## src/rtl/key_evt_pkg.sv

```systemverilog
// Shared definitions for the key event controller: event encodings, the
// event record and a width helper.
package key_evt_pkg;

   typedef enum logic [1:0] {
      EVT_PRESS   = 2'b00,
      EVT_RELEASE = 2'b01,
      EVT_LONG    = 2'b10
   } evt_type_e;

   // Wide enough for the largest supported key count (16)
   localparam int KEY_IDX_W_MAX = 4;

   typedef struct packed {
      logic [KEY_IDX_W_MAX-1:0] key;
      evt_type_e                kind;
   } key_evt_t;

   function automatic int width_of(input int n);
      return (n > 1) ? $clog2(n) : 1;
   endfunction

endpackage

```

## src/rtl/key_event_ctrl_channel.sv

```systemverilog
// One key: 2-flop synchronizer, debounce, long-press timer and a
// single-entry pending event slot handed to the shared arbiter.
module key_channel
   import key_evt_pkg::*;
#(
   parameter bit ACTIVE_LOW      = 1'b1,
   parameter int DEBOUNCE_CYCLES = 240000,
   parameter int LONG_CYCLES     = 24000000
) (
   input  logic      clk,
   input  logic      reset,
   input  logic      key_in,
   input  logic      grant,
   output logic      key_state,
   output logic      pending_valid,
   output evt_type_e pending_type,
   output logic      drop
);

   localparam int DW = width_of(DEBOUNCE_CYCLES);
   localparam int LW = width_of(LONG_CYCLES);
   localparam logic IDLE_LEVEL = ACTIVE_LOW ? 1'b1 : 1'b0;
   localparam logic [DW-1:0] DCNT_LAST = DW'(DEBOUNCE_CYCLES - 1);
   localparam logic [LW-1:0] LCNT_LAST = LW'(LONG_CYCLES - 1);

   logic            sync1_reg, sync2_reg;
   logic            synced;
   logic [DW-1:0]   dcnt_reg, dcnt_next;
   logic            state_reg, state_next, state_prev_reg;
   logic [LW-1:0]   lcnt_reg, lcnt_next;
   logic            long_done_reg, long_done_next;
   logic            pend_valid_reg, pend_valid_next;
   evt_type_e       pend_type_reg, pend_type_next;
   logic            edge_evt, long_fire, new_evt;
   evt_type_e       new_type;

   assign synced = sync2_reg ^ IDLE_LEVEL;

   always_comb begin
      dcnt_next  = '0;
      state_next = state_reg;
      if (synced != state_reg) begin
         if (dcnt_reg == DCNT_LAST) begin
            state_next = ~state_reg;
         end else begin
            dcnt_next = dcnt_reg + 1'b1;
         end
      end

      // Counter saturates at its last value; long_done keeps LONG one-shot
      lcnt_next      = lcnt_reg;
      long_done_next = long_done_reg;
      long_fire      = 1'b0;
      if (!state_reg) begin
         lcnt_next      = '0;
         long_done_next = 1'b0;
      end else if (lcnt_reg == LCNT_LAST) begin
         if (!long_done_reg) begin
            long_fire      = 1'b1;
            long_done_next = 1'b1;
         end
      end else begin
         lcnt_next = lcnt_reg + 1'b1;
      end

      edge_evt = state_reg ^ state_prev_reg;
      new_evt  = edge_evt | long_fire;
      if (edge_evt) begin
         new_type = state_reg ? EVT_PRESS : EVT_RELEASE;
      end else begin
         new_type = EVT_LONG;
      end

      // A grant frees the slot in the same cycle, so a coincident event reloads it
      pend_valid_next = pend_valid_reg;
      pend_type_next  = pend_type_reg;
      drop            = 1'b0;
      if (grant) begin
         pend_valid_next = 1'b0;
      end
      if (new_evt) begin
         if (pend_valid_reg && !grant) begin
            drop = 1'b1;
         end else begin
            pend_valid_next = 1'b1;
            pend_type_next  = new_type;
         end
      end
   end

   always_ff @(posedge clk or posedge reset) begin
      if (reset) begin
         sync1_reg      <= IDLE_LEVEL;
         sync2_reg      <= IDLE_LEVEL;
         dcnt_reg       <= '0;
         state_reg      <= 1'b0;
         state_prev_reg <= 1'b0;
         lcnt_reg       <= '0;
         long_done_reg  <= 1'b0;
         pend_valid_reg <= 1'b0;
         pend_type_reg  <= EVT_PRESS;
      end else begin
         sync1_reg      <= key_in;
         sync2_reg      <= sync1_reg;
         dcnt_reg       <= dcnt_next;
         state_reg      <= state_next;
         state_prev_reg <= state_reg;
         lcnt_reg       <= lcnt_next;
         long_done_reg  <= long_done_next;
         pend_valid_reg <= pend_valid_next;
         pend_type_reg  <= pend_type_next;
      end
   end

   assign key_state     = state_reg;
   assign pending_valid = pend_valid_reg;
   assign pending_type  = pend_type_reg;

endmodule

```

## src/rtl/key_event_ctrl.sv

```systemverilog
// Multi-key push-button controller: per-key channels feed a round-robin
// arbiter that fills a shared event FIFO read over a valid/ready stream.
module key_event_ctrl
   import key_evt_pkg::*;
#(
   parameter int NUM_KEYS        = 4,
   parameter bit ACTIVE_LOW      = 1'b1,
   parameter int DEBOUNCE_CYCLES = 240000,
   parameter int LONG_CYCLES     = 24000000,
   parameter int FIFO_DEPTH      = 4
) (
   input  logic                        clk,
   input  logic                        reset,
   input  logic [NUM_KEYS-1:0]         key_in,
   output logic [NUM_KEYS-1:0]         key_state,
   output logic                        evt_valid,
   input  logic                        evt_ready,
   output logic [$clog2(NUM_KEYS)-1:0] evt_key,
   output logic [1:0]                  evt_type,
   output logic                        overflow,
   input  logic                        clr_overflow
);

   localparam int KW = $clog2(NUM_KEYS);
   localparam int AW = $clog2(FIFO_DEPTH);
   localparam int EW = KW + 2;
   localparam logic [KW:0]   NK_W     = (KW + 1)'(NUM_KEYS);
   localparam logic [KW-1:0] LAST_KEY = KW'(NUM_KEYS - 1);

   logic [NUM_KEYS-1:0]      pend_valid, grant, drop;
   logic [NUM_KEYS-1:0][1:0] pend_type;

   generate
      for (genvar gi = 0; gi < NUM_KEYS; gi++) begin : g_chan
         key_channel #(
            .ACTIVE_LOW      (ACTIVE_LOW),
            .DEBOUNCE_CYCLES (DEBOUNCE_CYCLES),
            .LONG_CYCLES     (LONG_CYCLES)
         ) u_chan (
            .clk           (clk),
            .reset         (reset),
            .key_in        (key_in[gi]),
            .grant         (grant[gi]),
            .key_state     (key_state[gi]),
            .pending_valid (pend_valid[gi]),
            .pending_type  (pend_type[gi]),
            .drop          (drop[gi])
         );
      end
   endgenerate

   logic [AW:0]   wr_ptr_reg, rd_ptr_reg;
   logic [EW-1:0] fifo_mem [FIFO_DEPTH];
   logic          empty, full, pop, fifo_accept;

   assign empty       = (wr_ptr_reg == rd_ptr_reg);
   assign full        = (wr_ptr_reg[AW-1:0] == rd_ptr_reg[AW-1:0]) &&
                        (wr_ptr_reg[AW] != rd_ptr_reg[AW]);
   assign evt_valid   = !empty;
   assign pop         = evt_valid && evt_ready;
   assign fifo_accept = !full || pop;

   logic [KW-1:0] arb_ptr_reg, arb_ptr_next, gnt_idx;
   logic [KW:0]   cand;
   logic          gnt_any;
   logic [EW-1:0] wr_word;

   // First pending key at or after the pointer, wrapping past the last key
   always_comb begin
      gnt_any = 1'b0;
      gnt_idx = '0;
      cand    = '0;
      for (int i = 0; i < NUM_KEYS; i++) begin
         cand = {1'b0, arb_ptr_reg} + (KW + 1)'(i);
         if (cand >= NK_W) begin
            cand = cand - NK_W;
         end
         if (!gnt_any && fifo_accept && pend_valid[cand[KW-1:0]]) begin
            gnt_any = 1'b1;
            gnt_idx = cand[KW-1:0];
         end
      end

      arb_ptr_next = arb_ptr_reg;
      if (gnt_any) begin
         arb_ptr_next = (gnt_idx == LAST_KEY) ? '0 : gnt_idx + 1'b1;
      end

      wr_word = {gnt_idx, pend_type[gnt_idx]};
   end

   generate
      for (genvar gi = 0; gi < NUM_KEYS; gi++) begin : g_grant
         assign grant[gi] = gnt_any && (gnt_idx == KW'(gi));
      end
   endgenerate

   always_ff @(posedge clk) begin
      if (gnt_any) begin
         fifo_mem[wr_ptr_reg[AW-1:0]] <= wr_word;
      end
   end

   always_ff @(posedge clk or posedge reset) begin
      if (reset) begin
         wr_ptr_reg   <= '0;
         rd_ptr_reg   <= '0;
         arb_ptr_reg  <= '0;
         overflow     <= 1'b0;
      end else begin
         if (gnt_any) begin
            wr_ptr_reg <= wr_ptr_reg + 1'b1;
         end
         if (pop) begin
            rd_ptr_reg <= rd_ptr_reg + 1'b1;
         end
         arb_ptr_reg <= arb_ptr_next;
         // A loss in the same cycle as a clear keeps the flag set
         if (|drop) begin
            overflow <= 1'b1;
         end else if (clr_overflow) begin
            overflow <= 1'b0;
         end
      end
   end

   assign evt_key  = fifo_mem[rd_ptr_reg[AW-1:0]][EW-1:2];
   assign evt_type = fifo_mem[rd_ptr_reg[AW-1:0]][1:0];

endmodule

```

## config.mk

```make
export PLATFORM = sky130hd
export DESIGN_NAME = key_event_ctrl
export DESIGN_NICKNAME = d
export VERILOG_FILES = /design/src/rtl/key_evt_pkg.sv /design/src/rtl/key_event_ctrl_channel.sv /design/src/rtl/key_event_ctrl.sv
export SDC_FILE = /design/constraint.sdc
export NUM_CORES = 1
export LEC_CHECK = 0
export ABC_AREA = 1
export CAP_MARGIN = 20
export CORE_ASPECT_RATIO = 0.9
export CORE_MARGIN = 3
export CORE_UTILIZATION = 55
export DETAILED_ROUTE_END_ITERATION = 8
export PLACE_DENSITY_LB_ADDON = 0.3
export SLEW_MARGIN = 10
export SYNTH_ARGS = -nofsm -noshare
export SYNTH_HDL_FRONTEND = slang
export SYNTH_SLANG_ARGS = --single-unit
export TNS_END_PERCENT = 50
```

## constraint.sdc

```tcl
create_clock -name clk -period 7.55 [get_ports clk]
set_input_delay 1.1325 -clock clk [delete_from_list [all_inputs] [get_ports clk]]
set_output_delay 1.1325 -clock clk [all_outputs]
set_load 0.01 [all_outputs]
```

==> results.json, run 1 <==
{
  "n_fill_cell": 1803,
  "portBuffers": 17,
  "layoutNonFillerInstCount": 1741,
  "fin_nets": 1463,
  "synth-async-reset-ratio_pct": 93.0,
  "synth_area_leaders": "dfrtp_1 44%, nand2_1 8.5%, inv_1 5.9%, nor2_1 5.7%, edfxtp_1 4.1%",
  "grt_max_degree": 136,
  "dr.pass1.iters": 5,
  "antenna_found_initial": 0,
  "synth_ff_type": "dfrtp_1",
  "syn_avg_cell_area_sq_um": 8.33,
  "maxCapViolations": 0,
  "setup_violations": 0,
  "start_kind": "flip-flop",
  "coreArea_sq_mm": 0.0209,
  "timing.slew.headroom_pct": 35.6,
  "io_pins": 18,
  "synth.largest_area_cell": "dfrtp_1",
  "vias_per_cell": 5.32,
  "die_area_sq_mm": 0.0232,
  "mappedNetlistArea_sq_mm": 0.0118,
  "power_density_mw_per_mm2": 259,
  "end_kind": "output pin",
  "dp_hpwl_um": 15300,
  "yosysUniqueCellTypes": 54,
  "finalClockSkew_ns": 0.0247,
  "crit_type": "reg -> out",
  "hold_depth": 0,
  "fmax_ghz": 0.308,
  "fp-row-count": 50,
  "post_cts_buffers": 0,
  "path_cells": "inv_2 > nand2_1 > nand2_1 > nor2_4 > nand2_1 > clkdlybuf4s50_1",
  "required_ns": 6.42,
  "ys_ff_latch": 229,
  "synth_edf_count": 16,
  "htreeDepth": 1,
  "setup_tns_ns": 0,
  "synthToLayoutAreaGrowth_pct": 10.9,
  "yosysMostFrequentCell": "nand2_1",
  "synthCells": 1415,
  "wl_per_cell_um": 12.7,
  "final_hold_viol_count": 0,
  "seq_area_frac_synth_pct": 49.4,
  "syn-num-nets": 1440,
  "cts.path.max_buffers": 3,
  "cts_inserted_buffers": 25,
  "drive_above_1_share_pct": 9.35,
  "hold_path.class": "reg -> reg",
  "antenna_cells": 0,
  "synth_commonest_cells": "267 x nand2_1, 205 x dfrtp_1, 184 x inv_1, 179 x nor2_1, 71 x nand3_1",
  "drv_slew": 0,
  "pre_cts_slack_ns": 4.14,
  "drtAntennaViolNets": 0,
  "period_needed_ns": 3.24,
  "fp.dieW_um": 160,
  "die_y_um": 145,
  "p_total_mw": 3.38,
  "clock-sinks": 229,
  "max_stage_delay_ns": 0.55,
  "initial_core_util_pct": 56.4,
  "cts.clk_slew.worst_paths_ns": 0.06,
  "worstMarginPinSlew_ns": 0.967,
  "leakage_nw": 5.76,
  "crit_top_cell": "nand2_1",
  "place.gp.congestion": 0.861,
  "reg2reg_depth": 8,
  "finish.instance_area_sq_mm": 0.0131,
  "drt-initial-drc-count": 503,
  "rsz0062_at_grt": "no",
  "gr-total-overflow": 0,
  "irDropWorstVdd_mv": 0.179,
  "worst_ep_arrival_time_ns": 2.11,
  "fin_ws_ns": 4.31,
  "cts_tree": "built",
  "post_dp_cell_area_sq_mm": 0.0122,
  "yosysTopAreaCellShare_pct": 43.5,
  "rrSetupSlack_ns": 5.04,
  "routed_wl_um": 22100,
  "synth_warnings": 0,
  "via_count": 9258,
  "slowest_stage": "dfrtp_1",
  "period_share_pct": 43.0,
  "largest_register_ffs": 100,
  "grt_usage_pct": 19.5,
  "cts-root-buf": "clkbuf_16",
  "grt_pass1_wl_um": 39000,
  "ctsHoldBuffers": 0,
  "clock_latency_ns": 0.52,
  "grt_pass1_vias": 8687,
  "cts_resized": 0,
  "drc": 0,
  "cp_max_fo": 12,
  "dp.cells": 1697,
  "status": "finished, final reports clean"
}
==> final timing paths <==
| check | start | to |
|---|---|---|
| hold reg to reg | g_chan[1].u_chan.sync1_reg$_DFF_PP1_ | g_chan[1].u_chan.sync2_reg$_DFF_PP1_ |
| hold / removal | g_chan[1].u_chan.sync1_reg$_DFF_PP1_ | g_chan[1].u_chan.sync2_reg$_DFF_PP1_ |
| max in group asynchronous | reset | g_chan[2].u_chan.lcnt_reg[8]$_DFFE_PP0P_ |
| setup / recovery | rd_ptr_reg[0]$_DFFE_PP0P_ | evt_valid |
| setup reg to reg | arb_ptr_reg[0]$_DFFE_PP0P_ | fifo_mem[3][2]$_DFFE_PP_ |
| min in group asynchronous | reset | g_chan[2].u_chan.dcnt_reg[10]$_DFF_PP0_ |
==> layout by cell type, fill, tap and decap left out, types with 25 or more instances in the layout <==
cell type  synthesis  final
nor3_1            56     56
xor2_1            34     34
inv_1            184    183
dfrtp_1          205    205
o21ai_0           69     69
nand2_1          267    267
a21oi_1           67     67
nand4_1           37     37
clkbuf_16          0     25
nor2_1           179    179
nand3_1           71     71
==> kinds of logic after synthesis <==
| family | Yosys count | share of synthesized area [%] |
|---|---|---|
| AOI/OAI and AO/OA | 189 | 9.08 |
| adders and majority gates | 17 | 1.81 |
| muxes | 4 | 0.340 |
| DFF | 229 | 49.4 |
| xor gates and xnor gates | 46 | 3.42 |
| and+or+nand+nor | 711 | 28.6 |
| buffers and inverters | 219 | 7.37 |
==> worst max-delay path: cells and delay by family (launching register included) <==
| family | cells | cell delay, ns |
|---|---|---|
| buffers and inverters | 2 | 0.65 |
| flip-flops | 1 | 0.55 |
| AND/OR/NAND/NOR | 4 | 0.41 |
==> layout make-up <==
class	instances	area (sq um)	share of cell area (%)
Tap cell	286	358	2.74
Inverter	197	752	5.76
Multi-Input combinational cell	967	5090	39.0
Clock buffer	32	692	5.30
Sequential cell	229	5820	44.6
Clock inverter	12	169	1.29
Timing Repair Buffer	18	178	1.36
==> layer usage <==
| metal | GRT usage [%] | vias to the layer above | wire length, um |
|---|---|---|---|
| met5 | 0 | - | 0 |
| met4 | 4.57 | 0 | 356 |
| met3 | 2.73 | 34 | 881 |
| met2 | 32.2 | 152 | 10000 |
| met1 | 27.7 | 4378 | 10900 |
| li1 | - | 4694 | - |
==> report_power, final <==
group	internal (mW)	switching (mW)	leakage, nW
clock	0.782	0.480	0.421
sequential	1.35	0.0626	3.07
combinational	0.236	0.463	2.26
total	2.37	1.01	5.76
==> through the flow <==
stage / hold slack (ns) / utilization [%]
2_1_floorplan: 0.345 / -
3_3_place_gp: 0.346 / 58.4
3_5_place_dp: 0.347 / 58.4
4_1_cts: 0.354 / 62.5
5_1_grt: 0.352 / 62.5
6_report: 0.345 / 62.5
No activity file was read; power rests on OpenSTA's default activity.
==> inputs of run 2 (changes only) <==
Clock period 7.55 ns to 2.7 ns, I/O delays scaled along.
==> results.json, run 2 (synthesis gave the netlist of run 1 again) <==
{
  "die_area_sq_mm": 0.0232,
  "irDropWorstVdd_mv": 0.517,
  "worstMarginPinSlew_ns": 0.548,
  "post_cts_buffers": 0,
  "via_count": 9245,
  "cts_tree": "built",
  "die_y_um": 145,
  "rsz0062_at_grt": "no",
  "coreArea_sq_mm": 0.0209,
  "grt_max_degree": 79,
  "status": "finished, final reports clean",
  "vias_per_cell": 5.27,
  "ctsHoldBuffers": 0,
  "wl_per_cell_um": 12.8,
  "antenna_found_initial": 0,
  "htreeDepth": 1,
  "end_kind": "output pin",
  "largest_register_ffs": 100,
  "required_ns": 2.30,
  "cts.clk_slew.worst_paths_ns": 0.06,
  "drtAntennaViolNets": 0,
  "final-seq-area_sq_mm": 0.00582,
  "routed_wl_um": 22400,
  "post_dp_cell_area_sq_mm": 0.0123,
  "grt_pass1_vias": 8623,
  "synthToLayoutAreaGrowth_pct": 11.2,
  "hold_path.class": "in -> async",
  "timing.slew.headroom_pct": 63.4,
  "cts_resized": 0,
  "crit_type": "reg -> out",
  "dp_hpwl_um": 15800,
  "period_needed_ns": 2.50,
  "fp-row-count": 50,
  "maxCapViolations": 0,
  "crit_family": "buffers and inverters",
  "fmax_ghz": 0.400,
  "antenna_cells": 0,
  "cts-root-buf": "clkbuf_16",
  "place.gp.congestion": 0.902,
  "drv_slew": 0,
  "setup_tns_ns": 0,
  "clock-sinks": 229,
  "multi_input_area_sq_mm": 0.00509,
  "cp_max_fo": 12,
  "grt_pass1_wl_um": 39500,
  "layout_commonest_cell": "nand2_1",
  "clock_latency_ns": 0.53,
  "finalClockSkew_ns": 0.0299,
  "power_density_mw_per_mm2": 706,
  "gr-total-overflow": 0,
  "n_fill_cell": 1788,
  "worst_ep_arrival_time_ns": 2.09,
  "grt_usage_pct": 19.9,
  "max_stage_delay_ns": 0.54,
  "drive_above_1_share_pct": 9.67,
  "period_share_pct": 92.6,
  "initial_core_util_pct": 56.4,
  "crit_top_cell": "nand2_1",
  "layout_common_cells": "267 x nand2_1, 205 x dfrtp_1, 183 x inv_1, 179 x nor2_1, 71 x nand3_1",
  "cts.path.max_buffers": 3,
  "leakage_nw": 5.78,
  "finish.instance_area_sq_mm": 0.0131,
  "io_pins": 18,
  "drt-initial-drc-count": 708,
  "slowest_stage": "clkdlybuf4s50_1",
  "cts_inserted_buffers": 25,
  "start_kind": "flip-flop",
  "dr.pass1.iters": 5,
  "drc": 0,
  "fp.dieW_um": 160,
  "final_hold_viol_count": 0,
  "portBuffers": 17,
  "setup_violations": 0,
  "fin_nets": 1474,
  "path_cells": "inv_2 > nand2_1 > nand2_1 > nor2_4 > nand2_1 > clkdlybuf4s50_1",
  "critPathBufInv": 2
}
## run 2: area by class of cell
class	instances	area share (%)
clock buffer	36	5.17
clock inverter	10	0.859
inverter	197	5.71
multi-input combinational	967	38.8
sequential	229	44.4
tap	286	2.73
timing repair buffer	29	2.27
## run 2: worst paths after layout
check,from,endpoint,slack (ns),cells after the start
max,rd_ptr_reg[0]$_DFFE_PP0P_,evt_valid,0.20,6
min,reset,g_chan[0].u_chan.dcnt_reg[11]$_DFF_PP0_,0.30,2
max reg2reg,arb_ptr_reg[0]$_DFFE_PP0P_,fifo_mem[1][1]$_DFFE_PP_,0.39,9
min reg2reg,g_chan[1].u_chan.sync1_reg$_DFF_PP1_,g_chan[1].u_chan.sync2_reg$_DFF_PP1_,0.34,0
max in group asynchronous,reset,g_chan[1].u_chan.sync1_reg$_DFF_PP1_,1.63,3
min in group clk,key_in[1],g_chan[1].u_chan.sync1_reg$_DFF_PP1_,0.30,1
## run 2: metrics by stage
step                      utilization (%)  setup WS [ns]  std cells  total power [mW]  hold WS [ns]
after floorplan                         -         -0.469       1415              5.53         0.345
after global placement               58.9          0.330       1708              5.94         0.346
after detailed placement             58.9          0.268       1708              6.00         0.347
after CTS                            62.7          0.175       1754              9.35         0.278
after global routing                 62.7         0.0483       1754              9.79         0.280
final                                62.7          0.200       1754              9.25         0.297
## run 2: where the power goes
group          leakage, nW  internal (mW)  switching (mW)
sequential            3.07           3.79           0.177
combinational         2.33          0.689            1.30
clock                0.386           1.94            1.36
total                 5.78           6.42            2.84
## run 2: metal layers
layer / vias up / global-route usage, % / wire length [um]
met4: 0 / 4.98 / 489
met1: 4302 / 29.0 / 11100
met5: - / 0 / 0
li1: 4724 / - / -
met3: 42 / 2.82 / 869
met2: 177 / 31.7 / 9980
